## src/rtl/arcade_input_map.sv

```systemverilog
// Arcade control mapper: PS/2 key latches OR'd with joysticks, SOCD cleaning,
// and per-player coin pulse stretchers with optional active-low outputs.
module arcade_input_map #(
  parameter int unsigned NUM_PLAYERS  = 2,
  parameter logic [15:0] COIN_PULSE   = 16'd50000,
  parameter int unsigned SOCD_NEUTRAL = 1,
  parameter int unsigned ACTIVE_LOW   = 1
) (
  input  logic                        clk_sys,
  input  logic                        RESET,
  input  logic [10:0]                 ps2_key,
  input  logic [16*NUM_PLAYERS-1:0]   joy,
  output logic [4*NUM_PLAYERS-1:0]    dir_o,
  output logic [NUM_PLAYERS-1:0]      start_o,
  output logic [NUM_PLAYERS-1:0]      coin_o
);

  localparam int          NP         = int'(NUM_PLAYERS);
  localparam logic        SOCD_EN    = (SOCD_NEUTRAL != 0);
  localparam logic        OUT_INV    = (ACTIVE_LOW != 0);
  localparam logic [15:0] PULSE_LOAD = COIN_PULSE - 16'd1;

  typedef enum logic [1:0] {ST_IDLE, ST_PULSE, ST_HOLD} coin_st_e;

  // Key latch bit order matches joy: 0 right, 1 left, 2 down, 3 up, 4 coin, 5 start.
  function automatic logic key_hit(input int p, input int b, input logic [8:0] code);
    logic hit;
    hit = 1'b0;
    case (b)
      0: hit = (p == 0 && code == 9'h174) || (p == 1 && code == 9'h034);
      1: hit = (p == 0 && code == 9'h16B) || (p == 1 && code == 9'h023);
      2: hit = (p == 0 && code == 9'h172) || (p == 1 && code == 9'h02B);
      3: hit = (p == 0 && code == 9'h175) || (p == 1 && code == 9'h02D);
      4: hit = (p == 0 && (code == 9'h02E || code == 9'h029)) ||
               (p == 1 && (code == 9'h036 || code == 9'h014)) ||
               (p == 2 && code == 9'h03D) || (p == 3 && code == 9'h03E);
      5: hit = (p == 0 && (code == 9'h016 || code == 9'h005)) ||
               (p == 1 && (code == 9'h01E || code == 9'h006)) ||
               (p == 2 && code == 9'h026) || (p == 3 && code == 9'h025);
      default: hit = 1'b0;
    endcase
    return hit;
  endfunction

  logic                 tog_q;
  logic                 key_evt_c;
  logic [5:0]           key_q [NP];
  logic [5:0]           key_d [NP];
  logic [6*NP-1:0]      raw_c;
  logic [4*NP-1:0]      dir_c;
  logic [NP-1:0]        start_c;
  logic [NP-1:0]        coin_raw_c;
  logic [NP-1:0]        coin_prev_q;
  logic [NP-1:0]        coin_act_c;
  logic                 joy_unused_c;
  coin_st_e             st_q  [NP];
  coin_st_e             st_d  [NP];
  logic [15:0]          cnt_q [NP];
  logic [15:0]          cnt_d [NP];
  logic [4*NP-1:0]      dir_q;
  logic [NP-1:0]        start_q;
  logic [NP-1:0]        coin_q;

  assign key_evt_c = ps2_key[10] ^ tog_q;

  // Key latches: only existing players are scanned, so other codes fall through.
  always_comb begin
    for (int p = 0; p < NP; p++) begin
      key_d[p] = key_q[p];
      for (int b = 0; b < 6; b++) begin
        if (key_evt_c && key_hit(p, b, ps2_key[8:0])) key_d[p][b] = ps2_key[9];
      end
    end
  end

  always_comb begin
    raw_c        = '0;
    dir_c        = '0;
    start_c      = '0;
    coin_raw_c   = '0;
    joy_unused_c = 1'b0;
    for (int p = 0; p < NP; p++) begin
      raw_c[6*p +: 6] = key_q[p] | joy[16*p +: 6];
      joy_unused_c    = joy_unused_c ^ (^joy[16*p+6 +: 10]);
      dir_c[4*p+0]    = raw_c[6*p+0] & ~(SOCD_EN & raw_c[6*p+1]);
      dir_c[4*p+1]    = raw_c[6*p+1] & ~(SOCD_EN & raw_c[6*p+0]);
      dir_c[4*p+2]    = raw_c[6*p+2] & ~(SOCD_EN & raw_c[6*p+3]);
      dir_c[4*p+3]    = raw_c[6*p+3] & ~(SOCD_EN & raw_c[6*p+2]);
      start_c[p]      = raw_c[6*p+5];
      coin_raw_c[p]   = raw_c[6*p+4];
    end
  end

  // Coin stretcher: one pulse per rising edge, no retrigger, held coin parks in HOLD.
  always_comb begin
    for (int p = 0; p < NP; p++) begin
      st_d[p]       = st_q[p];
      cnt_d[p]      = cnt_q[p];
      coin_act_c[p] = 1'b0;
      case (st_q[p])
        ST_IDLE: begin
          if (coin_raw_c[p] && !coin_prev_q[p]) begin
            st_d[p]  = ST_PULSE;
            cnt_d[p] = PULSE_LOAD;
          end
        end
        ST_PULSE: begin
          if (cnt_q[p] == 16'd0) st_d[p] = coin_raw_c[p] ? ST_HOLD : ST_IDLE;
          else                   cnt_d[p] = cnt_q[p] - 16'd1;
        end
        ST_HOLD: begin
          if (!coin_raw_c[p]) st_d[p] = ST_IDLE;
        end
        default: st_d[p] = ST_IDLE;
      endcase
      coin_act_c[p] = (st_d[p] == ST_PULSE);
    end
  end

  always_ff @(posedge clk_sys) begin
    tog_q <= ps2_key[10];
    if (RESET) begin
      coin_prev_q <= '0;
      dir_q       <= {(4*NP){OUT_INV}};
      start_q     <= {NP{OUT_INV}};
      coin_q      <= {NP{OUT_INV}};
      for (int p = 0; p < NP; p++) begin
        key_q[p] <= '0;
        st_q[p]  <= ST_IDLE;
        cnt_q[p] <= '0;
      end
    end else begin
      coin_prev_q <= coin_raw_c;
      dir_q       <= dir_c ^ {(4*NP){OUT_INV}};
      start_q     <= start_c ^ {NP{OUT_INV}};
      coin_q      <= coin_act_c ^ {NP{OUT_INV}};
      for (int p = 0; p < NP; p++) begin
        key_q[p] <= key_d[p];
        st_q[p]  <= st_d[p];
        cnt_q[p] <= cnt_d[p];
      end
    end
  end

  assign dir_o   = dir_q;
  assign start_o = start_q;
  assign coin_o  = coin_q;

endmodule

```

## config.mk

```make
export PLATFORM = sky130hd
export DESIGN_NAME = arcade_input_map
export DESIGN_NICKNAME = d
export VERILOG_FILES = /design/src/rtl/arcade_input_map.sv
export SDC_FILE = /design/constraint.sdc
export NUM_CORES = 1
export LEC_CHECK = 0
export ABC_CLOCK_PERIOD_IN_PS = 3700
export CAP_MARGIN = 20
export CORE_MARGIN = 2
export CORE_UTILIZATION = 50
export DETAILED_ROUTE_END_ITERATION = 12
export GPL_TIMING_DRIVEN = 0
export HOLD_SLACK_MARGIN = 0.06
export PLACE_DENSITY = 0.84
export SYNTH_ARGS = -nofsm -noshare
export SYNTH_HDL_FRONTEND = slang
export SYNTH_SLANG_ARGS = --single-unit
```

## constraint.sdc

```tcl
create_clock -name clk_sys -period 3.7 [get_ports clk_sys]
set_input_delay 0.74 -clock clk_sys [delete_from_list [all_inputs] [get_ports clk_sys]]
set_output_delay 0.74 -clock clk_sys [all_outputs]
set_load 0.1 [all_outputs]
```

; Word level (Yosys, flattened, before mapping)
; Memory sizes are Yosys's and may differ from the RTL's.
; Cells that the tools add are included.
[op_classes]
addsub = 2
mul = 0
n_div = 0
n_lt_le_gt_ge = 0
n_eq_ne = 22
n_shift = 0
mux = 37
n_bitwise = 28
n_reduce_logical = 24
[ops]
columns = operator, count
row1 = $mux 16, 6
row2 = $pmux 16 s2, 2
row3 = $eq 9x6->1 const B, 7
row4 = $eq 9x9->1 const B, 4
row5 = $logic_not 16->1, 2
row6 = $sub 16x1->16 const B, 2
row7 = $eq 9x5->1 const B, 3
row8 = $mux 2, 10
row9 = $eq 9x3->1 const B, 2
row10 = $mux 1, 15
row11 = $logic_and 1x1->1, 14
row12 = $mux 6, 2
row13 = $or 6x6->6, 2
row14 = $pmux 2 s3, 2
row15 = $and 1x1->1, 8
row16 = $eq 2x1->1 const B, 4
row17 = $not 1->1, 8
row18 = $not 8->8, 1
row19 = $or 1x1->1, 6
row20 = $eq 2x2->1 const B, 2
row21 = $logic_not 2->1, 2
row22 = $logic_or 1x1->1, 4
row23 = $not 2->2, 2
row24 = $logic_not 1->1, 2
row25 = $xor 1x1->1, 1
[totals]
reg_bits = 15
latchBits = 0
ramBits = 48
romBits = 0
inputBits = 45
output_inout_bits = 12
elab_cells = 121
n_memories = 3
[memory_table]
columns = memory, words, width, rd, rd_ports_with_merged_regs, wr, line_no
row1 = cnt_q, 2, 16, 2, 0, 2, 58  ; logic [15:0] cnt_q [NP];
row2 = key_q, 2, 6, 2, 0, 2, 47  ; logic [5:0] key_q [NP];
row3 = st_q, 2, 2, 2, 0, 2, 56  ; coin_st_e st_q [NP];

; Longest topological paths before layout
; Gate-level depths: netlist of run 1.
[logic_depth]
depth_word = 6
ltp_mapped = 9
mapped_depth_nobuf = 7

; Worst setup path before layout of run 1
; Ideal clock, no wire load.
[synth_timing]
kind = flip-flop to flip-flop
startpoint = mem cnt_q[0][7]
endpoint = mem cnt_q[0][8]
setup_time_ns = 0.135
t_arrival_ns = 2.074
path_slack_ns = 1.491
stages_incl_launch_ff = 7
synth_period_minus_slack_ns = 2.209
cell_sequence = dfxtp_1 > or4_4 > or4_1 > buf_6 > or3_1 > a31oi_1 > a311oi_1
[synth_lines]
columns = element, line_no
row1 = from (decl), 58

; Final worst setup path of run 1
[layout_timing]
startpoint = reg coin_q[0], in the netlist coin_o[0]
endpoint = out coin_o[0]
[layout_lines]
columns = element, line_no
row1 = from (decl), 62  ; logic [NP-1:0] coin_q;
row2 = from (signal assigned), 126  ; coin_q <= {NP{OUT_INV}};
row3 = from (signal assigned), 136  ; coin_q <= coin_act_c ^ {NP{OUT_INV}};
row4 = to (decl), 15  ; output logic [NUM_PLAYERS-1:0] coin_o
; No word-level cell between the ends.

==> flow_summary_export.csv, run 1 <==
group,metric,value,unit
floorplanning,die-area,6440,um^2
route,drtPass1Iterations,5,
sta,fmax,0.397,GHz
route,vias_per_cell,6.03,
floorplanning,core_area,5570,um^2
cts,clk_pin_slew,60,ps
sta,fin_crit_sh,68.1,%
final_layout,layout.nets,431,
worst_setup_path,crit_required,2960,ps
pwr,peakVddDrop,0.254,mV
grt,grt_pass1_vias,2658,
floorplanning,rows,27,
synthesis,muxShareOfSynthArea,5.21,%
worst_setup_path,critical_path.max_stage_delay,1130,ps
floorplanning,initial_utilization,52.2,%
synthesis,synth_compound_area_share,18.9,%
sta,fin_ws,1180,ps
worst_setup_path,cp_max_fo,1,
synthesis,synth_edf_count,0,
sta,slew_viol_final,0,
sta,worst-slew-pin-transition,967,ps
synthesis,async_flop_share,0,%
floorplanning,dieWidth,80.3,um
sta,grt_setup_unrepaired,"false",
synthesis,avgSynthCellArea,8.65,um^2
placement,dpl_cell_area,3360,um^2
cts,clk_path_buf_depth,2,
floorplanning,die_h,80.3,um
worst_setup_path,setup.worst_path.class,"register to primary output",
placement,io_buffer_count,36,
sta,slew_headroom,35.3,%
worst_setup_path,critPathLaunchType,"register",
route,postRouteAntennaNets,0,
placement,dp_hpwl,4710,um
pwr,p_switching,0.504,mW
sta,holdWs,447,ps
synthesis,synth_simple_gate_area_share,26.7,%
synthesis,yosysUniqueCellTypes,46,
grt,overflow,0,
worst_setup_path,slowest_stage,"clkdlybuf4s50_1",
pwr,powerDensity,466,nW/um^2
route,drt_iter0_drc,237,
grt,grt_use_total,22.6,%
cts,cts-resized-gates,0,
cts,numCtsBuffers,9,
sta,clock-skew-final,9.84,ps
sta,setup_tns,0,ps
cts,clockRootBuffer,"clkbuf_8",
route,totalWireLength,6760,um
flow_run,max-cap-violations,0,
cts,cts-htree-levels,3,
final_layout,instances_no_fill,458,
cts,cts_sinks,63,
final_layout,fin_util,63.4,%
pwr,cellLeakagePower,1.33,nW
grt,grt_pass1_wl,11500,um
sta,hold_violations,0,
synthesis,synth_cells,336,
synthesis,synth_area,2910,um^2
final_layout,final_cell_mix,"dfxtp_1 (63), nor2_1 (45), clkdlybuf4s50_1 (36), a21oi_1 (21), nor3_1 (18)",
synthesis,synth_ff_type,"dfxtp_1",
worst_setup_path,cp_num_buf_inv,1,
pwr,power_frac_comb,21.4,%
cts,cts_setup_buffers,0,
synthesis,yosys_register_bits,63,
cts,postCtsHoldBufs,0,
pwr,p_clk_share,32.0,%
synthesis,ys_seq_area_share,43.4,%
final_layout,final_area,3530,um^2
final_layout,antennaDiodeCount,0,
floorplanning,io_pins,57,
worst_setup_path,path_cells,"clkdlybuf4s50_1",
worst_setup_path,critPathTopFamily,"buffers and inverters",
pwr,power.total,1.65,mW
worst_hold_path,hp-class,"register to register",
grt,antenna_found_initial,0,
final_layout,layout-drive-gt1-share,5.18,%
synthesis,yosysWarnings,0,
sta,setup-violations-final,0,
grt,grt_max_degree,11,
synthesis,synth_nets,383,
pwr,intPower,1.14,mW
synthesis,synth_top_family_by_area,"simple AND/OR/NAND/NOR gates",
route,wl_per_cell,14.8,um
status,status,"complete, no violations",
placement,place.gp.congestion,0.866,
synthesis,synth-xor-area-share,1.81,%
route,vias,2761,
cts,cts_tree,"yes",
cts,clk_latency,340,ps
final_layout,final_common_cell,"dfxtp_1",
worst_setup_path,crit_path_end_kind,"primary output",
pwr,p_seq_share,46.6,%
sta,period_needed,2520,ps
placement,place_ws,716,ps
pwr,swShare,30.6,%
placement,dp.cells,444,
worst_setup_path,cp_data_arrival_time,1780,ps
route,drc,0,
synthesis,synthAdderAreaFrac,0.861,%
final_layout,area_growth,21.5,%
==> per-layer routing <==
metal	routed length [um]	up-vias	part of all wire [%]	GRT usage [%]
met5	0	-	0	0
met4	130	0	1.9	9.66
met3	400	15	5.9	5.62
met2	3210	95	47	38.7
met1	3020	1290	45	26.9
li1	-	1361	-	-
==> power by group through the flow <==
stage	logic [mW]	clock network, mW	registers [mW]
5_1_grt	0.387	0.568	0.771
4_1_cts	0.349	0.541	0.764
2_1_floorplan	0.206	0	0.816
6_report	0.353	0.528	0.767
3_5_place_dp	0.346	0	0.778
3_3_place_gp	0.335	0	0.777
==> logic make-up (layout without fill, tap and decap cells) <==
kind of cell | after synthesis | after routing
buf+inv | 22 | 72
mux | 15 | 15
fa+ha+maj | 2 | 2
simple gates | 147 | 147
xor+xnor | 6 | 6
compound gates | 81 | 81
flops | 63 | 63
==> worst paths after layout <==
| check | start | end | slack (ps) | cells after the start |
|---|---|---|---|---|
| max reg2reg | cnt_q[0][16] | cnt_q[0][25] | 1240 | 9 |
| min reg2reg | key_q[0][5] | start_o[0] | 450 | 1 |
| min | key_q[0][5] | start_o[0] | 450 | 1 |
| max | coin_o[0] | coin_o[0] | 1180 | 1 |
==> cell usage after synthesis (5+ instances only) <==
library cell	number	share of area [%]
dfxtp_1	63	43
nor4_1	5	1.1
a311oi_1	12	3.6
mux2i_1	14	4.8
clkbuf_1	10	1.3
nor2_1	45	5.8
o21ai_0	15	2.6
nand4_1	5	1.1
nor3_1	18	3.1
or3_1	8	1.7
nand2b_1	9	1.9
nand2_1	15	1.9
inv_1	9	1.2
a21oi_1	21	3.6
o31ai_1	8	2.1
nand3_1	11	1.9
or4_1	10	2.6
==> flip-flops by register name, summed over array words and instances (netlist names) <==
name	cells
tog_q	1
st_q	4
cnt_q	32
start_o	2
dir_o	8
coin_prev_q	2
key_q	12
coin_o	2
==> layout make-up <==
class / count / area, um^2
buffer: 12 / 52.6
clock buffer: 12 / 165
clock inverter: 1 / 5.00
fill: 464 / 2040
inverter: 10 / 37.5
multi-input combinational: 251 / 1560
sequential: 63 / 1260
tap: 72 / 90.1
timing repair buffer: 37 / 365
Note: power is estimated with default switching activity, not from simulation.
==> run 2, diff against run 1 <==
Settings changed: ABC_CLOCK_PERIOD_IN_PS 3700 to 2190, CORE_UTILIZATION 50 to 46, PLACE_DENSITY 0.84 to 0.81.
Clock period 3.7 ns to 2.19 ns, I/O delays scaled along.
==> flow_summary_export.csv, run 2 (synthesis gave the netlist of run 1 again) <==
group,metric,value,unit
floorplanning,die-area,6970,um^2
pwr,powerDensity,773,nW/um^2
worst_setup_path,crit_path_end_kind,"register",
final_layout,nFillCells,532,
worst_setup_path,cp_max_fo,7,
sta,hold_violations,0,
worst_setup_path,critPathTopFamily,"simple AND/OR/NAND/NOR gates",
floorplanning,rows,28,
flow_run,max-cap-violations,0,
worst_setup_path,critical_path.max_stage_delay,530,ps
route,wl_per_cell,14.7,um
cts,clk_path_buf_depth,2,
worst_setup_path,setup.worst_path.class,"register to register",
route,postRouteAntennaNets,0,
sta,slew_headroom,36.2,%
final_layout,regMostFlops,"cnt_q",
final_layout,antennaDiodeCount,0,
route,drc,0,
sta,fmax,0.453,GHz
worst_setup_path,path_cells,"or4_4, or4_4, or3_4, a31oi_1, a311oi_1",
sta,fin_crit_sh,101,%
cts,numCtsBuffers,9,
final_layout,area_growth,23.8,%
floorplanning,initial_utilization,48.3,%
worst_setup_path,cp_num_buf_inv,0,
worst_setup_path,critPathLaunchType,"register",
grt,grt_pass1_wl,11400,um
placement,io_buffer_count,36,
worst_setup_path,crit_top_cell,"or4_4",
grt,grt_use_total,19.9,%
floorplanning,core_area,6030,um^2
sta,grt_setup_unrepaired,"true",
grt,antenna_found_initial,0,
final_layout,final_cell_mix,"dfxtp_1 (61), nor2_1 (45), clkdlybuf4s50_1 (24), a21oi_1 (19), nor3_1 (17)",
status,violations,"negative setup slack",
final_layout,layout.nets,433,
sta,period_needed,2210,ps
pwr,power.total,2.78,mW
final_layout,fin_util,59.7,%
sta,setup-violations-final,1,
cts,clk_latency,350,ps
sta,slew_viol_final,0,
cts,clk_pin_slew,70,ps
sta,clock-skew-final,11.2,ps
worst_setup_path,slowest_stage,"or4_4",
sta,worst-slew-pin-transition,961,ps
floorplanning,io_pins,57,
cts,postCtsHoldBufs,0,
worst_hold_path,hp-class,"register to register",
placement,place.gp.congestion,0.929,
worst_setup_path,cp_data_arrival_time,2410,ps
grt,grt_pass1_vias,2555,
route,totalWireLength,6860,um
sta,fin_ws,-16.1,ps
final_layout,final_common_cell,"dfxtp_1",
grt,overflow,0,
floorplanning,dieWidth,83.5,um
final_layout,largest_reg_flops,32,
placement,dp_hpwl,4660,um
route,drtPass1Iterations,5,
pwr,cellLeakagePower,1.34,nW
cts,cts_tree,"yes",
cts,cts-htree-levels,3,
route,vias,2769,
grt,grt_max_degree,11,
pwr,peakVddDrop,0.425,mV
route,vias_per_cell,5.95,
status,status,"finished, violations left",
cts,clockRootBuffer,"clkbuf_8",
cts,cts_sinks,63,
final_layout,layout-drive-gt1-share,8.72,%
route,drt_iter0_drc,246,
floorplanning,die_h,83.5,um
worst_setup_path,rrSetupSlack,-20,ps
worst_setup_path,crit_required,2390,ps
-- run 2: cell types whose count changed in the layout (fill, tap and decap cells not counted), moves of 2 or more --
cell / delta
clkdlybuf4s50_1: -12
clkbuf_8: -2
buf_4: +5
dfxtp_1: -2
dlygate4sd2_1: +12
clkbuf_1: +2
a21oi_1: -2
-- run 2: worst paths after layout --
| kind | from | end | depth (start not counted) |
|---|---|---|---|
| hold / removal | key_q[0][5] | start_o[0] | 1 |
| setup / recovery | cnt_q[0][8] | cnt_q[0][8] | 5 |
| hold reg to reg | key_q[0][5] | start_o[0] | 1 |
| setup reg to reg | cnt_q[0][8] | cnt_q[0][8] | 5 |
-- run 2: repair_timing --
| action | CTS | global route |
|---|---|---|
| hold endpoints to repair | 0 | 0 |
| pin swaps | 4 | 4 |
| buffers inserted | 1 | 4 |
| endpoints found under the setup margin | 39 | 23 |
| cloned | 0 | 0 |
| resized for setup | 18 | 12 |
-- run 2: area by class of cell --
cell class / count / area (um^2) / share of cell area (%)
Tap cell: 75 / 93.8 / 2.61
Multi-Input combinational cell: 251 / 1620 / 45.0
Inverter: 10 / 37.5 / 1.04
Clock inverter: 1 / 5.00 / 0.139
Buffer: 10 / 41.3 / 1.15
Sequential cell: 63 / 1270 / 35.2
Timing Repair Buffer: 41 / 383 / 10.6
Clock buffer: 14 / 153 / 4.24
-- run 2: routing by layer --
layer / GRT usage (%) / vias to the layer above / routed length (um)
li1: - / 1360 / -
met1: 25.0 / 1302 / 3120
met2: 31.9 / 92 / 3200
met3: 5.74 / 15 / 410
met4: 8.94 / 0 / 134
met5: 0 / - / 0
-- run 2: report_power, final --
group | total [mW] | internal, mW | leakage, nW | switching [mW]
logic | 0.625 | 0.241 | 0.745 | 0.384
clock network | 0.862 | 0.435 | 0.0805 | 0.426
registers | 1.29 | 1.22 | 0.519 | 0.0735
total | 2.78 | 1.90 | 1.34 | 0.884
-- run 2: stage by stage --
step | setup slack, ps | cells | hold slack, ps | setup TNS [ps] | instance area [um^2]
floorplan | 20.8 | 336 | 421 | 0 | 2910
global placement | -446 | 447 | 440 | -3550 | 3370
detailed placement | -474 | 447 | 447 | -4740 | 3370
CTS | 2.47 | 461 | 451 | 0 | 3520
global route | -72.3 | 465 | 479 | -247 | 3600
finish | -16.1 | 465 | 452 | -16.1 | 3600
